==> src/rtl/stepper_pkg.sv <==
// +------------------------------------------------------------+
// | stepper_pkg: coil phase patterns, decode helper, FSM types |
// | rev 1.0                                                    |
// +------------------------------------------------------------+
`default_nettype none

package stepper_pkg;

   localparam int COIL_W = 4;

   localparam logic [3:0] PHASE_0    = 4'b0100;
   localparam logic [3:0] PHASE_1    = 4'b0101;
   localparam logic [3:0] PHASE_2    = 4'b0001;
   localparam logic [3:0] PHASE_3    = 4'b1001;
   localparam logic [3:0] PHASE_4    = 4'b1000;
   localparam logic [3:0] PHASE_5    = 4'b1010;
   localparam logic [3:0] PHASE_6    = 4'b0010;
   localparam logic [3:0] PHASE_7    = 4'b0110;
   localparam logic [3:0] PHASE_IDLE = 4'b0000;

   localparam logic [1:0] FAULT_NONE    = 2'b00;
   localparam logic [1:0] FAULT_ILLEGAL = 2'b01;
   localparam logic [1:0] FAULT_SKIP    = 2'b10;

   typedef enum logic [1:0] {
      ST_IDLE  = 2'd0,
      ST_TRACK = 2'd1,
      ST_FAULT = 2'd2
   } state_t;

   typedef struct packed {
      logic       valid;
      logic       idle;
      logic [2:0] index;
   } phase_t;

   function automatic phase_t decode_phase(input logic [3:0] pattern);
      phase_t d;
      d.valid = 1'b0;
      d.idle  = 1'b0;
      d.index = 3'd0;
      case (pattern)
         PHASE_0:    begin d.valid = 1'b1; d.index = 3'd0; end
         PHASE_1:    begin d.valid = 1'b1; d.index = 3'd1; end
         PHASE_2:    begin d.valid = 1'b1; d.index = 3'd2; end
         PHASE_3:    begin d.valid = 1'b1; d.index = 3'd3; end
         PHASE_4:    begin d.valid = 1'b1; d.index = 3'd4; end
         PHASE_5:    begin d.valid = 1'b1; d.index = 3'd5; end
         PHASE_6:    begin d.valid = 1'b1; d.index = 3'd6; end
         PHASE_7:    begin d.valid = 1'b1; d.index = 3'd7; end
         PHASE_IDLE: d.idle = 1'b1;
         default:    ;
      endcase
      return d;
   endfunction

endpackage

`default_nettype wire

==> src/rtl/stepper_phase_monitor_phase_sync_filter.sv <==
// +------------------------------------------------------------+
// | phase_sync_filter: 2-flop synchronizer + stability filter  |
// | rev 1.0                                                    |
// +------------------------------------------------------------+
`default_nettype none

module phase_sync_filter #(
   parameter int STABLE_CYCLES = 4
) (
   input  logic                           clk,
   input  logic                           rst_n,
   input  logic                           restart,
   input  logic [stepper_pkg::COIL_W-1:0] coil,
   output logic [stepper_pkg::COIL_W-1:0] accepted,
   output logic                           accept
);
   import stepper_pkg::*;

   localparam int               CNT_W   = $clog2(STABLE_CYCLES + 2);
   localparam logic [CNT_W-1:0] RUN_MAX = CNT_W'(STABLE_CYCLES);

   logic [COIL_W-1:0] sync1;
   logic [COIL_W-1:0] sync2;
   logic [COIL_W-1:0] cand;
   logic [CNT_W-1:0]  run_cnt;
   logic [CNT_W-1:0]  run_next;
   logic              have_accepted;

   // Length of the current run of identical synchronized samples, including this one.
   always_comb begin
      run_next = (sync2 == cand) ? run_cnt + CNT_W'(1) : CNT_W'(1);
   end

   always_ff @(posedge clk or negedge rst_n) begin
      if (!rst_n) begin
         sync1         <= '0;
         sync2         <= '0;
         cand          <= '0;
         run_cnt       <= '0;
         accepted      <= '0;
         accept        <= 1'b0;
         have_accepted <= 1'b0;
      end else begin
         sync1  <= coil;
         sync2  <= sync1;
         cand   <= sync2;
         accept <= 1'b0;
         if (restart) begin
            run_cnt       <= '0;
            have_accepted <= 1'b0;
         end else begin
            run_cnt <= (run_next > RUN_MAX) ? RUN_MAX : run_next;
            // Exact match fires once per run; saturation keeps it from re-firing.
            if (run_next == RUN_MAX && !(have_accepted && sync2 == accepted)) begin
               accepted      <= sync2;
               have_accepted <= 1'b1;
               accept        <= 1'b1;
            end
         end
      end
   end

endmodule

`default_nettype wire

==> src/rtl/stepper_phase_monitor.sv <==
// +------------------------------------------------------------+
// | stepper_phase_monitor: coil phases -> position/period/fault|
// | rev 1.0                                                    |
// +------------------------------------------------------------+
`default_nettype none

module stepper_phase_monitor #(
   parameter int STABLE_CYCLES = 4,
   parameter int POS_W         = 32,
   parameter int PER_W         = 24
) (
   input  logic             CLK50MHZ,
   input  logic             resetn,
   input  logic [3:0]       coil,
   input  logic             pos_clear,
   input  logic             fault_clear,
   output logic [POS_W-1:0] position,
   output logic             step_pulse,
   output logic             step_dir,
   output logic [PER_W-1:0] step_period,
   output logic             period_valid,
   output logic             fault,
   output logic [1:0]       fault_code,
   output logic             tracking
);
   import stepper_pkg::*;

   localparam logic [PER_W-1:0] PER_MAX = '1;

   state_t     state;
   state_t     state_next;
   logic       restart;
   logic       accept;
   logic [3:0] accepted;
   phase_t     dec;
   logic [2:0] phase_idx;
   logic [2:0] delta;
   logic       acquire;
   logic       do_step;
   logic       step_rev;
   logic [1:0] code_next;
   logic [PER_W-1:0] per_cnt;
   logic       step_seen;

   assign restart  = fault_clear && (state == ST_FAULT);
   assign fault    = (state == ST_FAULT);
   assign tracking = (state == ST_TRACK);

   phase_sync_filter #(
      .STABLE_CYCLES (STABLE_CYCLES)
   ) u_filter (
      .clk      (CLK50MHZ),
      .rst_n    (resetn),
      .restart  (restart),
      .coil     (coil),
      .accepted (accepted),
      .accept   (accept)
   );

   always_ff @(posedge CLK50MHZ or negedge resetn) begin
      if (!resetn) state <= ST_IDLE;
      else         state <= state_next;
   end

   always_comb begin
      dec        = decode_phase(accepted);
      delta      = dec.index - phase_idx;
      state_next = state;
      acquire    = 1'b0;
      do_step    = 1'b0;
      step_rev   = 1'b0;
      code_next  = FAULT_NONE;
      case (state)
         ST_IDLE: begin
            if (accept) begin
               if (dec.valid) begin
                  state_next = ST_TRACK;
                  acquire    = 1'b1;
               end else if (!dec.idle) begin
                  state_next = ST_FAULT;
                  code_next  = FAULT_ILLEGAL;
               end
            end
         end
         ST_TRACK: begin
            if (accept) begin
               if (dec.idle) begin
                  state_next = ST_IDLE;
               end else if (!dec.valid) begin
                  state_next = ST_FAULT;
                  code_next  = FAULT_ILLEGAL;
               end else if (delta == 3'd1) begin
                  do_step = 1'b1;
               end else if (delta == 3'd7) begin
                  do_step  = 1'b1;
                  step_rev = 1'b1;
               end else if (delta != 3'd0) begin
                  state_next = ST_FAULT;
                  code_next  = FAULT_SKIP;
               end
            end
         end
         ST_FAULT: begin
            if (fault_clear) state_next = ST_IDLE;
         end
         default: state_next = ST_IDLE;
      endcase
   end

   always_ff @(posedge CLK50MHZ or negedge resetn) begin
      if (!resetn) begin
         position     <= '0;
         step_pulse   <= 1'b0;
         step_dir     <= 1'b0;
         step_period  <= '0;
         period_valid <= 1'b0;
         fault_code   <= FAULT_NONE;
         phase_idx    <= 3'd0;
         per_cnt      <= '0;
         step_seen    <= 1'b0;
      end else begin
         step_pulse <= do_step;
         if (do_step) step_dir <= step_rev;
         if (do_step || acquire) phase_idx <= dec.index;

         if (pos_clear)    position <= '0;
         else if (do_step) position <= step_rev ? position - POS_W'(1) : position + POS_W'(1);

         if (code_next != FAULT_NONE) fault_code <= code_next;
         else if (restart)            fault_code <= FAULT_NONE;

         // Acquisition is the timing reference for the first measured interval.
         if (state_next != ST_TRACK) begin
            per_cnt      <= '0;
            period_valid <= 1'b0;
            step_seen    <= 1'b0;
         end else if (acquire || do_step) begin
            per_cnt <= PER_W'(1);
            if (do_step) begin
               step_period  <= per_cnt;
               step_seen    <= 1'b1;
               period_valid <= step_seen;
            end
         end else if (per_cnt != PER_MAX) begin
            per_cnt <= per_cnt + PER_W'(1);
         end
      end
   end

endmodule

`default_nettype wire

==> config.mk <==
export PLATFORM = sky130hd
export DESIGN_NAME = stepper_phase_monitor
export DESIGN_NICKNAME = d
export VERILOG_FILES = /design/src/rtl/stepper_pkg.sv /design/src/rtl/stepper_phase_monitor_phase_sync_filter.sv /design/src/rtl/stepper_phase_monitor.sv
export SDC_FILE = /design/constraint.sdc
export NUM_CORES = 1
export LEC_CHECK = 0
export CAP_MARGIN = 20
export CELL_PAD_IN_SITES_DETAIL_PLACEMENT = 1
export CELL_PAD_IN_SITES_GLOBAL_PLACEMENT = 1
export CORE_MARGIN = 3
export CORE_UTILIZATION = 44
export DETAILED_ROUTE_END_ITERATION = 8
export PLACE_DENSITY_LB_ADDON = 0.1
export SLEW_MARGIN = 20
export SYNTH_ARGS = -nofsm -noshare
export SYNTH_HDL_FRONTEND = slang
export SYNTH_SLANG_ARGS = --single-unit
==> constraint.sdc <==
create_clock -name CLK50MHZ -period 5.5 [get_ports CLK50MHZ]
set_clock_uncertainty 0.1 [all_clocks]
set_input_delay 0.825 -clock CLK50MHZ [delete_from_list [all_inputs] [get_ports CLK50MHZ]]
set_output_delay 0.825 -clock CLK50MHZ [all_outputs]
set_load 0.03 [all_outputs]
==> results.sh <==
export IMPL_slew_headroom_pct=37.8
export IMPL_layout_common_cells="nand2_1, dfrtp_1, clkdlybuf4s50_1"
export IMPL_die_w_um=126
export IMPL_cts_buffers=9
export IMPL_die_area_um2=15800
export IMPL_layout_commonest_cell="nand2_1"
export IMPL_grtUsageTotal_pct=20.8
export IMPL_avgSynthCellArea_um2=9.18
export IMPL_vias_per_cell=5.55
export IMPL_cts_root_buffer="clkbuf_16"
export IMPL_drive_gt1_share_pct=7.40
export IMPL_htree_levels=3
export IMPL_ys_warn_count=0
export IMPL_postPlaceCellArea_um2=7150
export IMPL_synth_area_um2=6320
export IMPL_drtIter0Drc=319
export IMPL_worstMarginPinSlew_ps=933
export IMPL_synth_seq_cells=112
export IMPL_ys_seq_area_share_pct=44.4
export IMPL_fin_nets=795
export IMPL_fmaxAchievable_mhz=194
export IMPL_core_um2=14000
export IMPL_grt_max_degree=71
export IMPL_antenna_cells=0
export IMPL_ir_worst_vdd_v=0.000146
export IMPL_clk_path_buf_depth=2
export IMPL_synth_area_leaders="dfrtp_1, nand2_1, ha_1, xnor2_1, nor2_1"
export IMPL_grt_pass1_wl_mm=27.6
export IMPL_hpwlAfterDp_mm=11.1
export IMPL_min_period_ps=5160
export IMPL_setup_viol=0
export IMPL_pre_cts_slack_ps=204
export IMPL_dr_max_layer_used="met4"
export IMPL_hp_class="flip-flop to flip-flop"
export IMPL_hold_violations=0
export IMPL_ios=71
export IMPL_clkTransAtPathRegs_ps=80
export IMPL_dieHeight_um=126
export IMPL_status="completed"
export IMPL_arrival_ps=5310
export IMPL_synthCells=688
export IMPL_antenna_found_initial=0
export IMPL_worstSetupEndpointType="flip-flop"
export IMPL_drtAntennaViolNets=0
export IMPL_place_congestion=0.856
export IMPL_fillers=1638
export IMPL_drt_wl_total_mm=15.9
export IMPL_start_util_pct=45.2
export IMPL_path_max_fanout=8
export IMPL_met1_length_mm=7.08
export IMPL_period_share_pct=93.8
export IMPL_syn_num_nets=731
export IMPL_critical_path_class="flip-flop to flip-flop"
export IMPL_routed_wl_met2_mm=8.20
export IMPL_row_count=43
export IMPL_start_kind="flip-flop"
export IMPL_tritoncts="done"
export IMPL_routedWlPerCell_um=16.9
export IMPL_num_vias=5202
export IMPL_yosysUniqueCellTypes=69
export IMPL_leakage_nw=3.46
export IMPL_drc=0
export IMPL_worstSkewPairLatency_ps=370
export IMPL_grt_pass1_vias=5630
export IMPL_io_buffers=70
export IMPL_final_cell_area_um2=7510
export IMPL_finalWorstSetupSlack_ps=342
export IMPL_dr_wl_met3_um=349
export IMPL_synth_top_area_share_pct=44.4
export IMPL_cts_hold_buffers=0
export IMPL_grt_overflow_total=0
export IMPL_async_flop_share_pct=100
export IMPL_synth_ff_type="dfrtp_1"
export IMPL_cp_required_ps=5660
export IMPL_synth_largest_area_cell="dfrtp_1"
export IMPL_cts_sinks=112
export IMPL_drt_first_pass_iters=6
export IMPL_area_growth_pct=18.8
export IMPL_p_per_area_nw_per_um2=209
export IMPL_synth_edf_count=0
export IMPL_drv_cap=0
export IMPL_maxSlewViolCount=0
==> final timing paths <==
| kind | from | end | slack (ps) | cells past startpoint |
|---|---|---|---|---|
| max | u_filter.accepted[3]$_DFFE_PN0P_ | position[31]$_DFFE_PN0P_ | 340 | 21 |
| min | u_filter.sync1[3]$_DFF_PN0_ | u_filter.sync2[3]$_DFF_PN0_ | 250 | 0 |
| max reg2reg | u_filter.accepted[3]$_DFFE_PN0P_ | position[31]$_DFFE_PN0P_ | 340 | 21 |
| min reg2reg | u_filter.sync1[3]$_DFF_PN0_ | u_filter.sync2[3]$_DFF_PN0_ | 250 | 0 |
| max in group asynchronous | resetn | step_period[21]$_DFFE_PN0P_ | 3720 | 2 |
| min in group asynchronous | resetn | position[6]$_DFFE_PN0P_ | 480 | 1 |
==> per-stage QoR <==
step | instances | power (mW) | setup TNS [ps] | hold slack, ps | util (%)
2_1_floorplan | 688 | 0.872 | 0 | 231 | -
3_3_place_gp | 917 | 0.900 | 0 | 233 | 51.1
3_5_place_dp | 917 | 0.902 | 0 | 236 | 51.1
4_1_cts | 933 | 1.58 | 0 | 256 | 53.3
5_1_grt | 937 | 1.63 | -30.7 | 265 | 53.7
6_report | 937 | 1.57 | 0 | 253 | 53.7
==> per-layer routing <==
metal	up-vias	global-route usage [%]
met5	-	0
met4	0	6.75
met3	15	2.59
met2	64	37.5
met1	2609	25.9
li1	2514	-
==> cell usage after synthesis (all sizes together) (4+ instances only) <==
library cell,n
o211ai,5
a211o,5
nand3,19
a21o,12
or3,4
nor2b,6
buf,15
nor2,64
nand2,143
xnor2,29
ha,33
nor3,15
mux2,6
a21oi,48
dfrtp,112
nand2b,6
inv,14
nor4,5
clkbuf,11
nand4,15
and3,12
a211oi,7
a31oi,7
o21ai,24
and2,4
mux2i,5
o21a,7
xor2,23
==> logic make-up (layout without fill, tap and decap cells) <==
family | Yosys count | count (layout) | synth area share [%]
multiplexers | 11 | 11 | 1.86
flip-flops | 112 | 112 | 44.4
adder cells (fa/ha/maj) | 35 | 35 | 7.17
AND/OR/NAND/NOR | 307 | 307 | 22.6
buffers and inverters | 42 | 111 | 3.11
XOR/XNOR | 52 | 52 | 7.33
AO/OA/AOI/OAI | 129 | 129 | 13.6
==> critical path, cell delays in order (launching register included) <==
cell	delay, ps
dfrtp_1	460
and2_4	210
or3_1	390
ha_1	210
inv_1	70
fa_1	180
xor2_1	220
xnor2_2	120
and2_1	180
nand2_1	180
clkinvlp_4	220
buf_12	190
ha_1	360
o211a_1	210
a21oi_2	80
o41a_1	460
nand4_1	130
and3_4	220
nand4_1	120
a21oi_2	180
mux2i_1	240
mux2_1	330
==> flip-flops by register name, summed over array words and instances (netlist names), 2 cells and up <==
register,count
u_filter.run_cnt,3
u_filter.sync2,4
step_period,24
position,32
phase_idx,3
u_filter.accepted,4
u_filter.cand,4
u_filter.sync1,4
state,2
fault_code,2
per_cnt,24
==> what timing repair did <==
item                                    in CTS  in global routing
buffers inserted                             0                  4
endpoints found under the setup margin       0                  5
hold endpoints to repair                     0                  0
resized for setup                            0                  2
==> cell type report <==
cell class | count | area, µm² | area share [%]
tap | 180 | 225 | 3.00
sequential | 112 | 2800 | 37.3
multi-input combinational | 534 | 3330 | 44.3
clock buffer | 9 | 225 | 3.00
inverter | 16 | 63.8 | 0.850
clock inverter | 7 | 83.8 | 1.12
timing repair buffer | 79 | 778 | 10.4
==> report_power, final <==
group	switching, mW	internal, mW	total, mW
Combinational	0.0337	0.0150	0.0487
Clock	0.354	0.327	0.681
Sequential	0.00607	0.829	0.835
Power figures use the tool's default switching activity.
